$ cat src/rtl/wb_tg_pkg.sv
// Shared constants for the Wishbone SDRAM traffic generator: FSM encoding,
// cycle-type codes and the LFSR definition.
package wb_tg_pkg;

   localparam logic [31:0] LFSR_POLY    = 32'h8020_0003;
   localparam logic [31:0] DEFAULT_SEED = 32'hACE1_2468;

   localparam logic [2:0] CTI_CLASSIC = 3'b000;
   localparam logic [2:0] CTI_INCR    = 3'b010;
   localparam logic [2:0] CTI_EOB     = 3'b111;

   typedef logic [2:0] tg_state_t;
   localparam tg_state_t ST_IDLE    = 3'd0;
   localparam tg_state_t ST_WR_BEAT = 3'd1;
   localparam tg_state_t ST_WR_GAP  = 3'd2;
   localparam tg_state_t ST_RD_BEAT = 3'd3;
   localparam tg_state_t ST_RD_GAP  = 3'd4;
   localparam tg_state_t ST_DONE    = 3'd5;

   // One step of the right-shifting Galois LFSR, feedback taken from bit 0.
   function automatic logic [31:0] lfsr_step(input logic [31:0] v);
      return v[0] ? ((v >> 1) ^ LFSR_POLY) : (v >> 1);
   endfunction

endpackage

$ cat src/rtl/tg_lfsr32.sv
// 32-bit Galois LFSR with synchronous load; advances only when adv is high.
module tg_lfsr32
   import wb_tg_pkg::*;
(
   input  logic        clk,
   input  logic        RESETN,
   input  logic        load,
   input  logic        adv,
   input  logic [31:0] seed,
   output logic [31:0] q
);

   logic [31:0] lfsr_q, lfsr_d;

   always_comb begin
      lfsr_d = lfsr_q;
      if (load)     lfsr_d = seed;
      else if (adv) lfsr_d = lfsr_step(lfsr_q);
   end

   always_ff @(posedge clk or negedge RESETN) begin
      if (!RESETN) lfsr_q <= 32'h0;
      else         lfsr_q <= lfsr_d;
   end

   assign q = lfsr_q;

endmodule

$ cat src/rtl/wb_sdrc_traffic_gen.sv
// Wishbone initiator self-test: writes LFSR data in incrementing bursts, reads
// the region back, and reports mismatches, first failing address and ack timeouts.
module wb_sdrc_traffic_gen
   import wb_tg_pkg::*;
#(
   parameter int unsigned aw   = 26,
   parameter int unsigned bl   = 5,
   parameter int unsigned TO_W = 10,
   parameter logic [31:0] SEED = DEFAULT_SEED
) (
   input  logic          sys_clk,
   input  logic          RESETN,
   input  logic          start,
   input  logic [aw-1:0] cfg_base_addr,
   input  logic [bl-1:0] cfg_burst_len,
   input  logic [7:0]    cfg_num_bursts,
   output logic          busy,
   output logic          done,
   output logic          pass,
   output logic          timeout,
   output logic [15:0]   err_count,
   output logic [aw-1:0] first_err_addr,
   output logic          wb_cyc_o,
   output logic          wb_stb_o,
   output logic          wb_we_o,
   output logic [aw-1:0] wb_addr_o,
   output logic [31:0]   wb_dat_o,
   output logic [3:0]    wb_sel_o,
   output logic [2:0]    wb_cti_o,
   input  logic          wb_ack_i,
   input  logic [31:0]   wb_dat_i
);

   localparam int unsigned     ERR_W   = 16;
   localparam logic [TO_W-1:0] WD_LAST = {{(TO_W-1){1'b1}}, 1'b0};

   tg_state_t      state_q, state_d;
   logic [aw-1:0]  base_q, base_d, addr_q, addr_d, ferr_q, ferr_d;
   logic [bl-1:0]  len_q, len_d, left_q, left_d;
   logic [7:0]     nb_q, nb_d, burst_q, burst_d;
   logic [TO_W-1:0] wd_q, wd_d;
   logic [ERR_W-1:0] err_q, err_d;
   logic [2:0]     cti_q, cti_d;
   logic           stb_q, stb_d, we_q, we_d;
   logic           busy_q, busy_d, done_q, done_d, pass_q, pass_d, tmo_q, tmo_d;
   logic           lfsr_load, lfsr_adv, ack_v;
   logic [31:0]    lfsr_q;
   logic [bl-1:0]  cfg_len_eff;

   tg_lfsr32 u_lfsr (
      .clk    (sys_clk),
      .RESETN (RESETN),
      .load   (lfsr_load),
      .adv    (lfsr_adv),
      .seed   (SEED),
      .q      (lfsr_q)
   );

   assign ack_v       = wb_ack_i & stb_q;
   assign cfg_len_eff = (cfg_burst_len == '0) ? bl'(1) : cfg_burst_len;

   // left_q counts beats still to go after the current one in this burst.
   always_comb begin
      state_d   = state_q;
      base_d    = base_q;
      addr_d    = addr_q;
      ferr_d    = ferr_q;
      len_d     = len_q;
      left_d    = left_q;
      nb_d      = nb_q;
      burst_d   = burst_q;
      wd_d      = wd_q;
      err_d     = err_q;
      cti_d     = cti_q;
      stb_d     = stb_q;
      we_d      = we_q;
      busy_d    = busy_q;
      done_d    = done_q;
      pass_d    = pass_q;
      tmo_d     = tmo_q;
      lfsr_load = 1'b0;
      lfsr_adv  = 1'b0;

      case (state_q)
         ST_IDLE, ST_DONE: begin
            if (start) begin
               base_d    = cfg_base_addr & ~aw'(3);
               addr_d    = cfg_base_addr & ~aw'(3);
               len_d     = cfg_len_eff;
               left_d    = cfg_len_eff - bl'(1);
               nb_d      = (cfg_num_bursts == 8'd0) ? 8'd1 : cfg_num_bursts;
               burst_d   = 8'd0;
               cti_d     = (cfg_len_eff == bl'(1)) ? CTI_EOB : CTI_INCR;
               err_d     = '0;
               ferr_d    = '0;
               tmo_d     = 1'b0;
               done_d    = 1'b0;
               pass_d    = 1'b0;
               busy_d    = 1'b1;
               stb_d     = 1'b1;
               we_d      = 1'b1;
               wd_d      = '0;
               lfsr_load = 1'b1;
               state_d   = ST_WR_BEAT;
            end
         end
         ST_WR_BEAT, ST_RD_BEAT: begin
            if (ack_v) begin
               wd_d     = '0;
               lfsr_adv = 1'b1;
               if (state_q == ST_RD_BEAT && wb_dat_i != lfsr_q) begin
                  if (err_q != '1)      err_d  = err_q + ERR_W'(1);
                  if (err_q == '0)      ferr_d = addr_q;
               end
               if (left_q == '0) begin
                  stb_d   = 1'b0;
                  cti_d   = CTI_CLASSIC;
                  state_d = (state_q == ST_WR_BEAT) ? ST_WR_GAP : ST_RD_GAP;
               end else begin
                  left_d = left_q - bl'(1);
                  addr_d = addr_q + aw'(4);
                  cti_d  = (left_q == bl'(1)) ? CTI_EOB : CTI_INCR;
               end
            end else if (wd_q == WD_LAST) begin
               stb_d   = 1'b0;
               we_d    = 1'b0;
               cti_d   = CTI_CLASSIC;
               tmo_d   = 1'b1;
               done_d  = 1'b1;
               pass_d  = 1'b0;
               busy_d  = 1'b0;
               state_d = ST_DONE;
            end else begin
               wd_d = wd_q + TO_W'(1);
            end
         end
         ST_WR_GAP, ST_RD_GAP: begin
            stb_d  = 1'b1;
            wd_d   = '0;
            left_d = len_q - bl'(1);
            cti_d  = (len_q == bl'(1)) ? CTI_EOB : CTI_INCR;
            if (burst_q == nb_q - 8'd1) begin
               burst_d = 8'd0;
               if (state_q == ST_WR_GAP) begin
                  addr_d    = base_q;
                  we_d      = 1'b0;
                  lfsr_load = 1'b1;
                  state_d   = ST_RD_BEAT;
               end else begin
                  stb_d   = 1'b0;
                  cti_d   = CTI_CLASSIC;
                  busy_d  = 1'b0;
                  done_d  = 1'b1;
                  pass_d  = (err_q == '0);
                  state_d = ST_DONE;
               end
            end else begin
               burst_d = burst_q + 8'd1;
               addr_d  = addr_q + aw'(4);
               state_d = (state_q == ST_WR_GAP) ? ST_WR_BEAT : ST_RD_BEAT;
            end
         end
         default: state_d = ST_IDLE;
      endcase
   end

   always_ff @(posedge sys_clk or negedge RESETN) begin
      if (!RESETN) begin
         state_q <= ST_IDLE;
         base_q  <= '0;
         addr_q  <= '0;
         ferr_q  <= '0;
         len_q   <= '0;
         left_q  <= '0;
         nb_q    <= '0;
         burst_q <= '0;
         wd_q    <= '0;
         err_q   <= '0;
         cti_q   <= CTI_CLASSIC;
         stb_q   <= 1'b0;
         we_q    <= 1'b0;
         busy_q  <= 1'b0;
         done_q  <= 1'b0;
         pass_q  <= 1'b0;
         tmo_q   <= 1'b0;
      end else begin
         state_q <= state_d;
         base_q  <= base_d;
         addr_q  <= addr_d;
         ferr_q  <= ferr_d;
         len_q   <= len_d;
         left_q  <= left_d;
         nb_q    <= nb_d;
         burst_q <= burst_d;
         wd_q    <= wd_d;
         err_q   <= err_d;
         cti_q   <= cti_d;
         stb_q   <= stb_d;
         we_q    <= we_d;
         busy_q  <= busy_d;
         done_q  <= done_d;
         pass_q  <= pass_d;
         tmo_q   <= tmo_d;
      end
   end

   assign busy           = busy_q;
   assign done           = done_q;
   assign pass           = pass_q;
   assign timeout        = tmo_q;
   assign err_count      = err_q;
   assign first_err_addr = ferr_q;
   assign wb_cyc_o       = stb_q;
   assign wb_stb_o       = stb_q;
   assign wb_we_o        = we_q;
   assign wb_addr_o      = addr_q;
   assign wb_dat_o       = lfsr_q;
   assign wb_sel_o       = {4{stb_q}};
   assign wb_cti_o       = cti_q;

endmodule

$ cat config.mk
export PLATFORM = sky130hd
export DESIGN_NAME = wb_sdrc_traffic_gen
export DESIGN_NICKNAME = d
export VERILOG_FILES = /design/src/rtl/wb_tg_pkg.sv /design/src/rtl/tg_lfsr32.sv /design/src/rtl/wb_sdrc_traffic_gen.sv
export SDC_FILE = /design/constraint.sdc
export NUM_CORES = 1
export LEC_CHECK = 0
export BUFFER_PORTS_ARGS = -buffer_cell sky130_fd_sc_hd__buf_2
export CORE_ASPECT_RATIO = 0.8
export CORE_MARGIN = 4
export CORE_UTILIZATION = 31
export DETAILED_ROUTE_END_ITERATION = 8
export GPL_ROUTABILITY_DRIVEN = 0
export PLACE_DENSITY_LB_ADDON = 0.3
export SETUP_SLACK_MARGIN = 0.15
export SLEW_MARGIN = 20
export SYNTH_ARGS = -nofsm -noshare
export SYNTH_HDL_FRONTEND = slang
export SYNTH_HIERARCHICAL = 1
export SYNTH_SLANG_ARGS = --single-unit
$ cat constraint.sdc
create_clock -name sys_clk -period 6.8 [get_ports sys_clk]
set_input_delay 0 -clock sys_clk [delete_from_list [all_inputs] [get_ports sys_clk]]
set_output_delay 0 -clock sys_clk [all_outputs]
set_load 0.05 [all_outputs]
==> summary.md <==
| Metric | Value |
|---|---|
| Status | complete, no violations |
| Starting Density | 31.54% |
| Final Cell Area | 0.01194 mm^2 |
| First-pass GRT wire length | 47050 um |
| Yosys top cell by area | dfrtp_1 |
| Initial DRC Count | 732 |
| # nets final | 1408 |
| Clock Tree Buf Depth | 2 |
| Prevailing post-synth register cell | dfrtp_1 |
| Cts bufs inserted | 17 |
| Vias post-DR | 8793 |
| Slowest CP cell | o21bai_4 |
| Fin. Hold Viols | 0 |
| Ys async rst share | 100.0% |
| Placed standard-cell area | 0.01097 mm^2 |
| Setup CP Type | flip-flop to flip-flop |
| Final worst setup slack | 1.924 ns |
| H-tree level count | 4 |
| Peak Freq | 205.1 MHz |
| DIE HEIGHT | 165.6 um |
| Vias in the first global route | 8295 |
| Die Wd | 205.0 um |
| Final setup viols | 0 |
| Yosys warnings | 6 |
| Core Util, Final | 39.10% |
| Post-DR wirelength/cell | 16.76 um |
| Compound-Gate Fraction of Synth Area | 16.75% |
| Layout cell share with drive strength beyond 1 | 19.25% |
| Gr ovfl total | 0 |
| Tightest Pin Transition | 1.107 ns |
| Worst VDD drop | 0.0001524 V |
| Worst-path maximum fanout | 58 |
| Synth Area in Simple Gates | 22.51% |
| 1st-pass router iterations | 5 |
| Setup TNS Final | 0 ns |
| Antenna Nets Post-Route | 0 |
| Xor-xnor portion of the synthesized cell area | 5.458% |
| Fin Clk Skew | 0.01837 ns |
| DRC Markers | 0 |
| Post-CTS Setup Inserts | 0 |
| Critical path arrival | 5.20 ns |
| Setup WS pre-CTS | 1.910 ns |
| Multi-input gate area | 0.005100 mm^2 |
| M1 GR Usage | 25.53% |
| Max Cap Viol | 0 |
| Max-slew violations | 0 |
| Rows | 57 |
| Distinct cells, synth | 75 |
| Power per cell area | 182.2 mW/mm^2 |
| Top-area cell type share of the netlist area | 43.66% |
| TritonCTS Sinks | 168 |
| Register area | 0.004204 mm^2 |
| Worst hold path class | input pin to flip-flop |
| Largest family of logic cells by synthesized area | simple AND/OR/NAND/NOR gates |
| Die area | 0.03396 mm^2 |
| Met2 usage | 24.89% |
| Via-per-instance ratio | 5.042 |
| Fill count | 3166 |
| Avg Inst Size Synth | 8.801 um^2 |
| Final period util | 71.71% |
| Ports | 189 |
| CTS tree | done |
| Clock latency at the later pin of the worst-skew pair | 0.44 ns |
| Antenna violations before repair | 2 |
| Synthesis-to-finish area growth | 23.96% |
| Clock slew at reported path FFs | 0.07 ns |
| CP Data Required Time | 7.12 ns |
| Met3 usage | 3.772% |
| Busiest metal layer after global routing | met1 |
| Detailed Place HPWL | 20500 um |
| GRT Total Usage | 17.08% |
| Leakage | 5.423 nW |
| Largest net degree at the start of global routing | 94 |
| Synth Register Bits | 168 |
| Core ar. | 0.03052 mm^2 |
| Final Critical Period | 4.876 ns |
| Crit path cell chain | inv_1, ha_1, or3b_4, or4_4, a211oi_1, o211a_1, buf_4, ha_1, nand3_1, nand4_1, nor2_4, buf_4, o21bai_4, mux2_2 |
| Post-Syn Area | 0.009628 mm^2 |
| Adder-cell area share of the yosys netlist | 2.079% |
| CTS Root Cell | clkbuf_16 |
| Slew headroom | 26.11% |
| Final wirelength | 29240 um |
| RSZ-0062 raised after global routing | no |
| Crit end category | flip-flop |
| CP peak stage delay | 0.84 ns |
| Top post-synthesis cells by area | dfrtp_1, nand2_1, mux2i_1 |
| Post-synth EDFFs | 0 |
| Syn Inst Count | 1094 |
| Hold slack | 0.04341 ns |
| Startpoint types | flip-flop |
| Port Buffers | 184 |
| Register area share after synthesis | 43.66% |
| Multiplexer share of the synthesized area | 4.444% |
-- cell families after synthesis --
family / after synthesis
AND/OR/NAND/NOR: 465
adder cells (fa/ha/maj): 16
AO/OA/AOI/OAI: 247
multiplexers: 42
flip-flops: 168
buffers and inverters: 94
other: 2
XOR/XNOR: 60
-- timing repair --
item,CTS,global route
gates resized for setup,0,0
hold buffers,38,0
endpoints found under the hold margin,152,0
-- placed cells by master, fill, tap and decap left out, drive strengths merged, types with 16 or more instances in the layout --
cell type and n:
nand2 233, a21oi 39, inv 31, nor2 63, dfrtp 168, mux2i 36
conb 34, xnor2 28, nand4 25, buf 199, nand3 40, clkbuf 18
o21ai 99, ha 16, xor2 32, dlygate4sd3 38, nor3 20
-- worst paths after layout --
check,from,endpoint,slack (ns),cells past startpoint
max,nb_q[0],first_err_addr[25],1.92,14
min,start,state_q[2],0.04,4
max reg2reg,nb_q[0],first_err_addr[25],1.92,14
min reg2reg,first_err_addr[19],first_err_addr[19],0.48,2
max in group asynchronous,RESETN,base_q[25],5.33,3
min in group asynchronous,RESETN,err_count[5],0.25,2
-- registers in the layout (all words and copies together), names as in the netlist, 2 cells and up --
| name | flops |
|---|---|
| wd_q | 10 |
| state_q | 3 |
| nb_q | 8 |
| burst_q | 8 |
| u_lfsr/q | 32 |
| len_q | 5 |
| left_q | 5 |
| first_err_addr | 25 |
| base_q | 24 |
| wb_cti_o | 2 |
| wb_addr_o | 24 |
| err_count | 16 |
-- report_power, final --
| group | internal (W) | switching, W | leakage (nW) |
|---|---|---|---|
| clock | 0.000543 | 0.000439 | 0.270 |
| sequential | 0.00101 | 0.0000172 | 2.11 |
| combinational | 0.0000603 | 0.000105 | 3.04 |
| total | 0.00161 | 0.000561 | 5.42 |
-- metal layers --
| metal | part of all wire (%) | routed length (um) | up-vias |
|---|---|---|---|
| met5 | 0 | 0 | - |
| met4 | 1.6 | 471 | 0 |
| met3 | 6.0 | 1760 | 29 |
| met2 | 44 | 12920 | 245 |
| met1 | 48 | 14090 | 4246 |
| li1 | - | - | 4273 |
-- final cells by class --
| cell class | count | share of cell area (%) |
|---|---|---|
| inverters | 29 | 0.9120 |
| clock buffers | 18 | 3.596 |
| diodes | 1 | 0.02097 |
| multi-input cells | 864 | 42.73 |
| repair buffers | 237 | 11.93 |
| flip-flops and latches | 168 | 35.22 |
| clock inverters | 14 | 1.258 |
| well taps | 413 | 4.330 |
-- synthesized netlist by cell type (13+ instances only) --
cell / n
inv_1: 29
nand2_1: 233
xor2_1: 32
clkbuf_1: 22
nor3_1: 20
nand4_1: 25
mux2i_1: 36
dfrtp_1: 168
xnor2_1: 28
o21ai_1: 45
nor2_1: 61
nand3_1: 39
a21oi_1: 38
buf_2: 16
o21ai_0: 54
and3_1: 13
ha_1: 16
nor4_1: 13
-- worst max-delay path, delay by kind of cell (launching register included) --
kind	cells	cell delay [ns]
mux	1	0.41
compound gates	3	1.28
simple gates	5	1.48
buf+inv	3	0.72
fa+ha+maj	2	0.40
flops	1	0.43
-- metrics by stage --
step                total power (W)  instances
finish                     0.002174       1744
global route               0.002261       1744
CTS                        0.002202       1743
detailed placement         0.001196       1673
global placement           0.001193       1673
floorplan                  0.001122       1126
(Power assumes the default switching activity.)
